## config.mk

```make
export PLATFORM = sky130hd
export DESIGN_NAME = ppu_timing
export DESIGN_NICKNAME = d
export VERILOG_FILES = /design/src/rtl/ppu_timing.sv
export SDC_FILE = /design/constraint.sdc
export NUM_CORES = 1
export LEC_CHECK = 0
export ABC_AREA = 1
export CORE_MARGIN = 4
export CORE_UTILIZATION = 57
export DETAILED_ROUTE_END_ITERATION = 6
export DONT_BUFFER_PORTS = 1
export PLACE_DENSITY = 0.78
export SLEW_MARGIN = 10
export SYNTH_ARGS = -nofsm -noshare
export SYNTH_HDL_FRONTEND = slang
export SYNTH_SLANG_ARGS = --single-unit
```

## constraint.sdc

```tcl
create_clock -name Clk -period 1.5 [get_ports Clk]
set_clock_uncertainty 0.05 [all_clocks]
set_input_delay 0.15 -clock Clk [delete_from_list [all_inputs] [get_ports Clk]]
set_output_delay 0.15 -clock Clk [all_outputs]
set_load 0.005 [all_outputs]
```

## src/rtl/ppu_timing.sv

```systemverilog
// ppu_timing: NTSC dot/scanline raster generator for the PPU.
// Produces the raster position, the visible-area decodes, the frame start
// pulse, the VBlank status flag and the active-low NMI request. It also
// implements the odd-frame dot skip and the $2002 read-clear and suppression
// behaviour.
module ppu_timing #(
  parameter int unsigned DOTS_PER_LINE   = 341,
  parameter int unsigned LINES_PER_FRAME = 262,
  parameter int unsigned VISIBLE_LINES   = 240,
  parameter int unsigned VBLANK_LINE     = 241,
  parameter int unsigned VISIBLE_DOTS    = 256
) (
  input  logic       Clk,
  input  logic       Reset,
  input  logic       RenderEn,
  input  logic       NmiEnable,
  input  logic       StatusRead,
  output logic [8:0] Dot,
  output logic [8:0] Scanline,
  output logic [7:0] PixelX,
  output logic [7:0] PixelY,
  output logic       Visible,
  output logic       VBlank,
  output logic       Nmi_n,
  output logic       FrameStart,
  output logic       OddFrame
);

  localparam logic [8:0] LAST_DOT  = 9'(DOTS_PER_LINE - 1);
  localparam logic [8:0] SKIP_DOT  = 9'(DOTS_PER_LINE - 2);
  localparam logic [8:0] PRE_LINE  = 9'(LINES_PER_FRAME - 1);
  localparam logic [8:0] VBL_LINE  = 9'(VBLANK_LINE);
  localparam logic [8:0] VIS_LINES = 9'(VISIBLE_LINES);
  localparam logic [8:0] VIS_DOTS  = 9'(VISIBLE_DOTS);

  logic [8:0] dot_q, dot_d;
  logic [8:0] line_q, line_d;
  logic       odd_q, odd_d;
  logic       vblank_q, vblank_d;
  logic       visible_s;

  // Next raster position: normal advance, end-of-line wrap, end-of-frame wrap
  // (including the odd-frame skip of the final pre-render dot).
  always_comb begin
    dot_d  = dot_q + 9'd1;
    line_d = line_q;
    odd_d  = odd_q;
    if ((dot_q > LAST_DOT) || (line_q > PRE_LINE)) begin
      // Out-of-range counters recover to the frame origin.
      dot_d  = 9'd0;
      line_d = 9'd0;
    end else if ((line_q == PRE_LINE) &&
                 ((dot_q == LAST_DOT) ||
                  ((dot_q == SKIP_DOT) && odd_q && RenderEn))) begin
      // Every entry into (0,0) starts a new frame and flips its parity.
      dot_d  = 9'd0;
      line_d = 9'd0;
      odd_d  = ~odd_q;
    end else if (dot_q == LAST_DOT) begin
      dot_d  = 9'd0;
      line_d = line_q + 9'd1;
    end else begin
      dot_d  = dot_q + 9'd1;
    end
  end

  // Next VBlank flag. The pre-render clear wins over everything; a status
  // read clears it, and a read one dot before the set point also swallows
  // that frame's only set opportunity.
  always_comb begin
    vblank_d = vblank_q;
    if ((line_q == PRE_LINE) && (dot_q == 9'd0)) begin
      vblank_d = 1'b0;
    end else if (StatusRead) begin
      vblank_d = 1'b0;
    end else if ((line_q == VBL_LINE) && (dot_q == 9'd0)) begin
      vblank_d = 1'b1;
    end else begin
      vblank_d = vblank_q;
    end
  end

  // Raster, frame parity and VBlank state registers with asynchronous reset.
  always_ff @(posedge Clk or posedge Reset) begin
    if (Reset) begin
      dot_q    <= 9'd0;
      line_q   <= 9'd0;
      odd_q    <= 1'b0;
      vblank_q <= 1'b0;
    end else begin
      dot_q    <= dot_d;
      line_q   <= line_d;
      odd_q    <= odd_d;
      vblank_q <= vblank_d;
    end
  end

  // Position decodes are combinational so they line up with Dot/Scanline.
  assign visible_s  = (line_q < VIS_LINES) && (dot_q >= 9'd1) && (dot_q <= VIS_DOTS);

  assign Dot        = dot_q;
  assign Scanline   = line_q;
  assign Visible    = visible_s;
  assign PixelX     = visible_s ? 8'(dot_q - 9'd1) : 8'd0;
  assign PixelY     = (line_q < VIS_LINES) ? line_q[7:0] : 8'd0;
  assign FrameStart = (dot_q == 9'd0) && (line_q == 9'd0);
  assign OddFrame   = odd_q;
  assign VBlank     = vblank_q;
  // NmiEnable acts immediately so enabling it during VBlank makes a new edge.
  assign Nmi_n      = ~(vblank_q & NmiEnable);

endmodule
```

==> impl_metrics.env <==
export IMPL_grt_setup_unrepaired="true"
export IMPL_grt_start_max_net_pins=21
export IMPL_final_hold_viol_count=0
export IMPL_max_vdd_ir_drop_mv=0.429
export IMPL_crit_type="reg -> reg"
export IMPL_dr_total_vias=2275
export IMPL_first_pass_iters=5
export IMPL_clk_pin_slew_worst_paths_ns=0.13
export IMPL_first_iter_violations=301
export IMPL_tritoncts_num_buffers=3
export IMPL_syn_to_final_growth_pct=51.1
export IMPL_place_congestion=0.856
export IMPL_fin_nets=330
export IMPL_power_mw=0.835
export IMPL_p_leak_nw=1.28
export IMPL_ys_ff_latch=20
export IMPL_die_x_um=63.7
export IMPL_io_buffer_count=0
export IMPL_regToRegEndpoint="Scanline[5]"
export IMPL_drt_total_wl_mm=7.92
export IMPL_max_stage_delay_ns=0.48
export IMPL_top_layer_used="met4"
export IMPL_layout_common_cells="54 x buf_4, 45 x nand2_1, 24 x nor2_2"
export IMPL_dieArea_um2=4060
export IMPL_min_period_ns=1.97
export IMPL_cp_max_fo=5
export IMPL_cp_num_buf_inv=3
export IMPL_grt_pass1_wl_mm=9.83
export IMPL_syn_avg_cell_area_um2=6.96
export IMPL_die_h_um=63.7
export IMPL_syn_nets=266
export IMPL_utilization=0.936
export IMPL_rr_worst_depth=9
export IMPL_cpLargestDelayFamily="simple AND/OR/NAND/NOR gates"
export IMPL_worstSetupEndpointType="register"
export IMPL_violations="setup timing"
export IMPL_viasPerCell=6.56
export IMPL_p_per_area_nw_per_um2=312
export IMPL_cts_tree="done"
export IMPL_finalSetupViolCount=38
export IMPL_met1_length_mm=2.80
export IMPL_cts_max_level=1
export IMPL_fin_ws_ns=-0.475
export IMPL_grt_pass1_vias=1999
export IMPL_yosys_warnings=0
export IMPL_relSlewSlack=0.734
export IMPL_clock_sink_count=20
export IMPL_whs_ns=0.244
export IMPL_drive_gt1_frac=0.538
export IMPL_grt_ovfl_total=0
export IMPL_r2r_start="Dot[5]"
export IMPL_slew_violations=0
export IMPL_worstSetupStartpointType="register"
export IMPL_ys_seq_area_frac=0.283
export IMPL_place_hpwl_mm=3.51
export IMPL_layout_commonest_cell="buf_4"
export IMPL_netlist_area_um2=1770
export IMPL_cp_required_ns=1.69
export IMPL_rrSetupSlack_ns=-0.47
export IMPL_met2_length_mm=3.59
export IMPL_initial_core_util=0.620
export IMPL_num_antenna_cells=0
export IMPL_arrival_ns=2.17
export IMPL_run_status="complete, but fails checks"
export IMPL_drcViolationCount=0
export IMPL_met3WireLength_mm=1.07
export IMPL_grt_usage=0.299
export IMPL_ctsRootBufferMaster="clkbuf_4"
export IMPL_worst_slew_pin_slew_ns=0.397
export IMPL_synth_cell_types=30
export IMPL_cts_buffer_depth=2
export IMPL_clkLatencyLatePin_ns=0.31
export IMPL_ant_nets=0
export IMPL_io_pins=44
export IMPL_maxCapViolCount=0
export IMPL_netlist_instances=254
export IMPL_fp_coreArea_um2=2850
export IMPL_cp_cell_sequence="buf_4 > buf_4 > nand2_1 > inv_1 > o21ai_0 > nand2_1 > nand2_8 > nand3_4 > nor2_1"
export IMPL_hold_path_class="in -> async"
export IMPL_wl_per_cell_um=22.8
export IMPL_clock_fmax_mhz=506
export IMPL_num_rows=19
export IMPL_antenna_found_initial=0
export IMPL_slowest_stage="dfrtp_2"
export IMPL_finalCritPeriodShare=1.32
==> worst reg2reg max path, stage by stage, from the launching register on <==
cell and delay [ns]:
dfrtp_2 0.48, buf_4 0.16, buf_4 0.14, nand2_1 0.06
inv_1 0.04, o21ai_0 0.26, nand2_1 0.23, nand2_8 0.16
nand3_4 0.15, nor2_1 0.19
==> registers in the layout (all words and copies together), names as in the netlist <==
register and flops:
Dot 9, Scanline 9, OddFrame 1, VBlank 1
==> logic make-up after synthesis <==
group	share of synthesized area
xor+xnor	0.0446
compound gates	0.0481
simple gates	0.445
fa+ha+maj	0.0495
flops	0.283
buf+inv	0.130
==> cells in the mapped netlist, drive strengths merged <==
master | instances | area (µm²)
a21oi | 4 | 20.0
o21a | 1 | 7.51
nor3 | 6 | 30.0
nand4 | 7 | 43.8
nor2 | 59 | 272
xnor2 | 2 | 17.5
inv | 35 | 141
o21ai | 7 | 57.6
xor2 | 7 | 61.3
nand2 | 63 | 272
nand3 | 24 | 158
dfrtp | 20 | 500
buf | 8 | 66.3
ha | 7 | 87.6
clkinv | 1 | 3.75
or2 | 2 | 12.5
bufinv | 1 | 17.5
==> worst max-delay path by stage <==
| stage | start | to | slack (ns) | depth (start not counted) |
|---|---|---|---|---|
| floorplan | Dot[1] | Scanline[3] | -0.006 | 10 |
| finish | Dot[5] | Scanline[5] | -0.47 | 9 |
| detailed placement | Dot[1] | Scanline[4] | -0.05 | 9 |
| CTS | Dot[1] | PixelX[4] | -0.29 | 8 |
| global placement | Dot[2] | PixelX[0] | -0.02 | 7 |
| global route | Dot[5] | PixelX[7] | -0.52 | 7 |
==> routing by layer <==
layer / track usage / vias to the layer above
li1: - / 917
met3: 0.0639 / 54
met1: 0.392 / 1070
met2: 0.497 / 234
met5: 0 / -
met4: 0.0809 / 0
==> report_power, final <==
group          internal [mW]  total (mW)  leakage, nW  switching, mW
sequential             0.539       0.539        0.254              0
combinational        0.00581      0.0187         1.01         0.0129
clock                 0.0938       0.277       0.0138          0.183
==> cell type report <==
cell class,instances,area [µm²]
Clock buffer,3,22.5
Fill cell,96,181
Inverter,37,173
Multi-Input combinational cell,192,1390
Sequential cell,20,510
Tap cell,31,38.8
Timing Repair Buffer,64,533
==> per-stage QoR <==
| stage | std cells | TNS, ns | worst slack (ns) | instance area [µm²] |
|---|---|---|---|---|
| after detailed placement | 316 | -0.584 | -0.0549 | 2060 |
| after global placement | 316 | -0.0456 | -0.0181 | 2060 |
| after CTS | 334 | -4.71 | -0.285 | 2390 |
| after global routing | 347 | -15.09 | -0.517 | 2670 |
| final | 347 | -13.39 | -0.475 | 2670 |
| after floorplan | 254 | -0.0117 | -0.00630 | 1780 |
==> timing repair <==
item	in CTS	in global routing
gates resized for setup	58	48
cloned	3	0
endpoints found under the setup margin	37	38
hold buffers	2	0
endpoints found under the hold margin	21	0
pin swaps	15	12
setup buffers	11	13
Note: power is estimated with default switching activity, not from simulation.
